**config.mk**
```make
export PLATFORM = sky130hd
export DESIGN_NAME = pxs_stream_gen
export DESIGN_NICKNAME = d
export VERILOG_FILES = /design/src/rtl/pxs_stream_gen.sv
export SDC_FILE = /design/constraint.sdc
export NUM_CORES = 1
export LEC_CHECK = 0
export CORE_ASPECT_RATIO = 0.5
export CORE_UTILIZATION = 45
export CTS_CLUSTER_DIAMETER = 150
export DETAILED_ROUTE_END_ITERATION = 8
export GPL_TIMING_DRIVEN = 1
export PLACE_DENSITY = 0.79
export SYNTH_ARGS = -nofsm -noshare
export SYNTH_HDL_FRONTEND = slang
export SYNTH_SLANG_ARGS = --single-unit
```
**constraint.sdc**
```tcl
create_clock -name px_clk -period 2.6 [get_ports px_clk]
set_input_delay 0.78 -clock px_clk [delete_from_list [all_inputs] [get_ports px_clk]]
set_output_delay 0.78 -clock px_clk [all_outputs]
set_load 0.01 [all_outputs]
```
**src/rtl/pxs_stream_gen.sv**
```systemverilog
// rtl/pxs_stream_gen.sv - 640x480 VGA timing source for the RGBStr pixel stream
// Optional build macro: PXS_TESTPATTERN_EN (white border plus colour bars in the active area)
`timescale 1ns/1ps
module pxs_stream_gen #(
  parameter int unsigned h_visible = 640,
  parameter int unsigned h_front   = 16,
  parameter int unsigned h_sync    = 96,
  parameter int unsigned h_back    = 48,
  parameter int unsigned v_visible = 480,
  parameter int unsigned v_front   = 10,
  parameter int unsigned v_sync    = 2,
  parameter int unsigned v_back    = 33,
  parameter logic [2:0]  bg_color  = 3'b000
) (
  input  logic        px_clk,
  input  logic        reset,
  input  logic        en,
  output logic [25:0] RGBStr_o,
  output logic        frame_o
);

  // Timing boundaries, all held in the 10-bit counter domain
  localparam logic [9:0] H_VIS    = 10'(h_visible);
  localparam logic [9:0] H_SYNC_S = 10'(h_visible + h_front);
  localparam logic [9:0] H_SYNC_E = 10'(h_visible + h_front + h_sync);
  localparam logic [9:0] H_LAST   = 10'(h_visible + h_front + h_sync + h_back - 1);
  localparam logic [9:0] V_VIS    = 10'(v_visible);
  localparam logic [9:0] V_SYNC_S = 10'(v_visible + v_front);
  localparam logic [9:0] V_SYNC_E = 10'(v_visible + v_front + v_sync);
  localparam logic [9:0] V_LAST   = 10'(v_visible + v_front + v_sync + v_back - 1);

  // Idle word: no colour, origin coordinates, both syncs deasserted (high), not active
  localparam logic [25:0] RESET_WORD = {3'b000, 10'd0, 10'd0, 1'b1, 1'b1, 1'b0};

  logic [9:0] r_hc;
  logic [9:0] r_vc;

  logic       w_active;
  logic       w_hs;
  logic       w_vs;
  logic [2:0] w_rgb;
  logic       w_frame;

  // Horizontal/vertical counters; vertical steps only on the horizontal wrap
  always_ff @(posedge px_clk) begin
    if (reset) begin
      r_hc <= 10'd0;
      r_vc <= 10'd0;
    end else if (en) begin
      if (r_hc == H_LAST) begin
        r_hc <= 10'd0;
        if (r_vc == V_LAST) begin
          r_vc <= 10'd0;
        end else begin
          r_vc <= r_vc + 10'd1;
        end
      end else begin
        r_hc <= r_hc + 10'd1;
      end
    end
  end

  // Decode the current counter position into stream fields
  always_comb begin
    w_active = (r_hc < H_VIS) && (r_vc < V_VIS);
    w_hs     = !((r_hc >= H_SYNC_S) && (r_hc < H_SYNC_E));
    w_vs     = !((r_vc >= V_SYNC_S) && (r_vc < V_SYNC_E));
    w_frame  = (r_hc == 10'd0) && (r_vc == V_VIS);
    w_rgb    = 3'b000;
    if (w_active) begin
`ifdef PXS_TESTPATTERN_EN
      if ((r_hc == 10'd0) || (r_hc == H_VIS - 10'd1) ||
          (r_vc == 10'd0) || (r_vc == V_VIS - 10'd1)) begin
        w_rgb = 3'b111;
      end else begin
        w_rgb = r_hc[8:6];
      end
`else
      w_rgb = bg_color;
`endif
    end
  end

  // Output register; holding it while en is low stalls the whole stream
  always_ff @(posedge px_clk) begin
    if (reset) begin
      RGBStr_o <= RESET_WORD;
      frame_o  <= 1'b0;
    end else if (en) begin
      RGBStr_o <= {w_rgb, r_hc, r_vc, w_hs, w_vs, w_active};
      frame_o  <= w_frame;
    end
  end

endmodule

```
---- Word-level counts from Yosys, hierarchy flattened ----
Index checks and enable logic that the tools add are counted.
storage, ports and cells
  output and inout port bits .............. 27
  bits in registers ....................... 44
  input port bits ......................... 3
  logic and storage cells ................. 25
operators by class
  mux-type cells .......................... 2
  $add $sub $neg .......................... 2
  reductions and logical operators ........ 8
  equal/unequal tests ..................... 3
  $lt $le $gt $ge ......................... 6
operators with widths
  kind                                                                 count
  adder 10 x 1 -> 10 bit (second input constant)                       2
  equality test 10 bit (second input constant)                         2
  < comparator 10 bit (second input constant)                          2
  < comparator 10 x 9 -> 1 bit (second input constant)                 2
  2-to-1 mux 10 bit                                                    2
  equality test 10 x 9 -> 1 bit (second input constant)                1
  greater-or-equal comparator 10 bit (second input constant)           1
  greater-or-equal comparator 10 x 9 -> 1 bit (second input constant)  1
  logical NOT 10 bit                                                   1
  logical AND 1 bit                                                    4
  logical NOT 1 bit                                                    2
  AND reduction 2 bit                                                  1

---- Longest topological paths before layout ----
  depth in word-level cells ............... 3
  mapped depth ............................ 6
  depth with buffers taken out ............ 6

---- Least setup slack after synthesis ----
OpenSTA, ideal clock, no wires.
  path kind ............................... input -> register
  from .................................... in en
  to ...................................... reg r_vc[3]
  setup time .............................. 71 ps
  stages .................................. 5
  required time ........................... 2529 ps
  path slack .............................. 698 ps
  data arrival time ....................... 1831 ps
  path buffers ............................ 2
  cells stage by stage .................... clkbuf_1 > nand4_1 > buf_4 > or3_1 > a21oi_1
between the ends
  word-level cells in the longest chain between the ends .. 1
RTL lines
  element                        RTL line  text
  start, declared                17        input logic en,
  AND reduction 2 bit (no line)  n/a
  end signal, assigned           55        r_vc <= r_vc + 10'd1;
  end, declared                  36        logic [9:0] r_vc;
No other way between the ends.
A chain may end at the register's enable or synchronous reset.

---- Worst setup path after layout ----
  from .................................... in en
  to ...................................... reg r_vc[6]
The elaborated chain is that of the path after synthesis.

==> key figures <==
Drt
  – Met2 routed WL: 2.013 mm
  – Routed len/inst: 14.27 µm
  – Via count: 1,650
  – TritonRoute pass-1 iters: 4
  – Antenna Nets Post-Route: 0
  – Met1 wire length: 1.946 mm
  – Routed wl met3: 263 µm
  – DR top layer: met4
  – Vias/cell: 5.500
  – Remaining DRCs: 0
  – DR iter-0 viols: 76
  – DRT Wirelength: 4.281 mm

Timing
  – Period utilization: 84.57%
  – Rel. slew slack: 64.06%
  – Worst Skew: 0.004857 ns
  – RSZ-0062 raised after global routing: false
  – Final Max Slew Viols: 0
  – Max Fclk: 454.8 MHz
  – Final setup violation count: 0
  – Final hold viol count: 0
  – Worst hold slack: 0.4704 ns
  – Clock period minus worst slack: 2.199 ns
  – Setup_tns: 0 ns
  – Worst Tran Pin Value: 0.5379 ns

Clock network
  – H-tree depth: 2
  – Sink Count: 44
  – Clk slew on worst S/H paths: 0.08 ns
  – CTS tree: yes
  – CTS Buf Count: 5
  – CTS root buf: clkbuf_8
  – Post-CTS Setup Bufs: 0
  – Hold_buf cts: 0
  – Worst skew pair latency: 0.29 ns
  – Clk buf depth: 2
  – CTS resizes: 0

Finish
  – Multi-input combinational cell area: 973.4 µm²
  – Area grow syn2layout: 18.36%
  – Antenna diodes: 0
  – Util after Layout: 57.94%
  – Seq. cell area: 880.8 µm²
  – Fin nets: 253
  – # fillers: 360
  – Ratio of cells with drive above 1 in the final layout: 6.098%
  – Fin area: 2355 µm²

Global routing
  – Initial antenna violation count: 0
  – Total GRT Usage: 19.32%
  – GRT overflow: 0
  – Largest net degree at the start of global routing: 26
  – Vias in the first global route: 1,503
  – First-pass GRT wire length: 6.989 mm

Worst setup path
  – Crit Reg-Reg Startpoint: r_hc[1]$_SDFFE_PP0P_
  – Startpoint type of the worst setup path: primary input
  – Crit path from: en
  – Req. time, crit path: 2.83 ns
  – Worst Path Max Fanout: 4
  – CP endpoint kind: register
  – Kind of critical path: in -> reg
  – CP Data Arrival Time: 2.42 ns

Synth
  – Post-synthesis mux area share: 10.57%
  – Top post-synthesis cells by area: dfxtp_1 44%, mux2i_1 11%, nor2_1 6.4%, a21oi_1 3.5%, nand3_1 2.8%
  – Yosys reg bits: 44
  – Post-Syn Instances: 224
  – Post-synth cell types: 33
  – Post-synthesis sequential area ratio: 44.28%
  – Synth Flop Type: dfxtp_1
  – Post-Synth XOR/XNOR Area: 3.522%
  – Simple-gate portion of the synthesized area: 24.97%
  – Most frequent cells after synthesis: 44 x dfxtp_1, 34 x nor2_1, 21 x mux2i_1
  – Mapped Area: 1989 µm²
  – Post-synth EDFFs: 0
  – Area leader, netlist: dfxtp_1
  – Synth top area share: 44.28%
  – Synthesized area per cell: 8.881 µm²
  – Adder-cell area share of the yosys netlist: 2.516%
  – Count leader, synth: dfxtp_1
  – Main combinational cell family by area after synthesis: simple AND/OR/NAND/NOR gates
  – Post-synthesis compound-gate area fraction: 6.792%
  – Post-synth ARST share: 0%
  – Yosys warnings: 0

Placement
  – PortBufs: 26
  – DPL Wire Length: 2.963 mm
  – Routability cong.: 0.8279
  – Placed Area: 2258 µm²

Job
  – MaxCap Viol Count: 0

Power and ir drop
  – VDD IR max: 0.2732 mV
  – PwrDens: 507.6 nW/µm²
  – Power consumption: 0.001195 W
  – Leakage power: 0.8552 nW

Floorplanning
  – Full die area: 4707 µm²
  – Initial Util: 48.95%
  – Die X: 96.03 µm
  – # rows: 16
  – Die Y: 49.02 µm
  – I/O Pins: 30
  – Core area: 4064 µm²

Min path
  – Hold Path Class: reg -> reg
  – Min-delay src: RGBStr_o[0]$_SDFFE_PP0P_

Run status
  – Outcome: completed
worst paths after layout:
path	slack, ns	cells after the start	to
setup / recovery	0.40	5	r_vc[6]$_SDFFE_PP0P_
hold / removal	0.47	2	RGBStr_o[0]$_SDFFE_PP0P_
setup reg to reg	0.65	5	r_vc[6]$_SDFFE_PP0P_
hold reg to reg	0.47	2	RGBStr_o[0]$_SDFFE_PP0P_
final cells by class:
type / count / share of cell area [%]
Timing Repair Buffer: 31 / 13.18
Tap cell: 54 / 2.869
Multi-Input combinational cell: 157 / 41.34
Clock buffer: 7 / 4.091
Sequential cell: 44 / 37.41
Inverter: 7 / 1.116
state kept, by name, indices dropped and copies added, names as in the netlist:
name	cells
r_vc	10
frame_o	1
r_hc	10
RGBStr_o	23
worst max-delay path: stages:
cell,delay (ns)
clkdlybuf4s50_1,0.53
nand4_1,0.13
or4_4,0.52
or3_1,0.33
a21oi_1,0.14
through the flow:
step | setup WS [ns] | std cells
floorplan | 0.6984 | 226
global placement | 0.1498 | 293
detailed placement | 0.09955 | 293
CTS | 0.4091 | 300
global route | 0.3267 | 300
finish | 0.4011 | 300
logic make-up after synthesis:
family                   after synthesis
AO/OA/AOI/OAI                         25
XOR/XNOR                               8
adder cells (fa/ha/maj)                4
buffers and inverters                 25
flip-flops                            44
multiplexers                          21
other                                  1
AND/OR/NAND/NOR                       96
placed cells by master, fill, tap and decap left out, types with 5 or more instances in the layout:
cell              n
xnor2_1           5
a21oi_1          14
inv_1             7
nand4_1           7
clkdlybuf4s50_1  26
mux2i_1          21
nor4_1            5
nor2_1           34
o21ai_0           6
dfxtp_1          44
nand2_1           9
nand2b_1          6
nand3_1          11
nor3_1            5
clkbuf_8          7
routing by layer:
layer	global-route usage [%]	up-vias
li1	-	811
met5	0	-
met2	30.97	55
met4	8.458	0
met1	24.69	774
met3	4.673	10
where the power goes:
part / leakage [nW] / switching (W) / internal, W
sequential: 0.355 / 0.00000480 / 0.000678
clock: 0.0503 / 0.000217 / 0.000237
combinational: 0.450 / 0.0000332 / 0.0000257
total: 0.855 / 0.000255 / 0.000940
No activity file was read; power rests on OpenSTA's default activity.
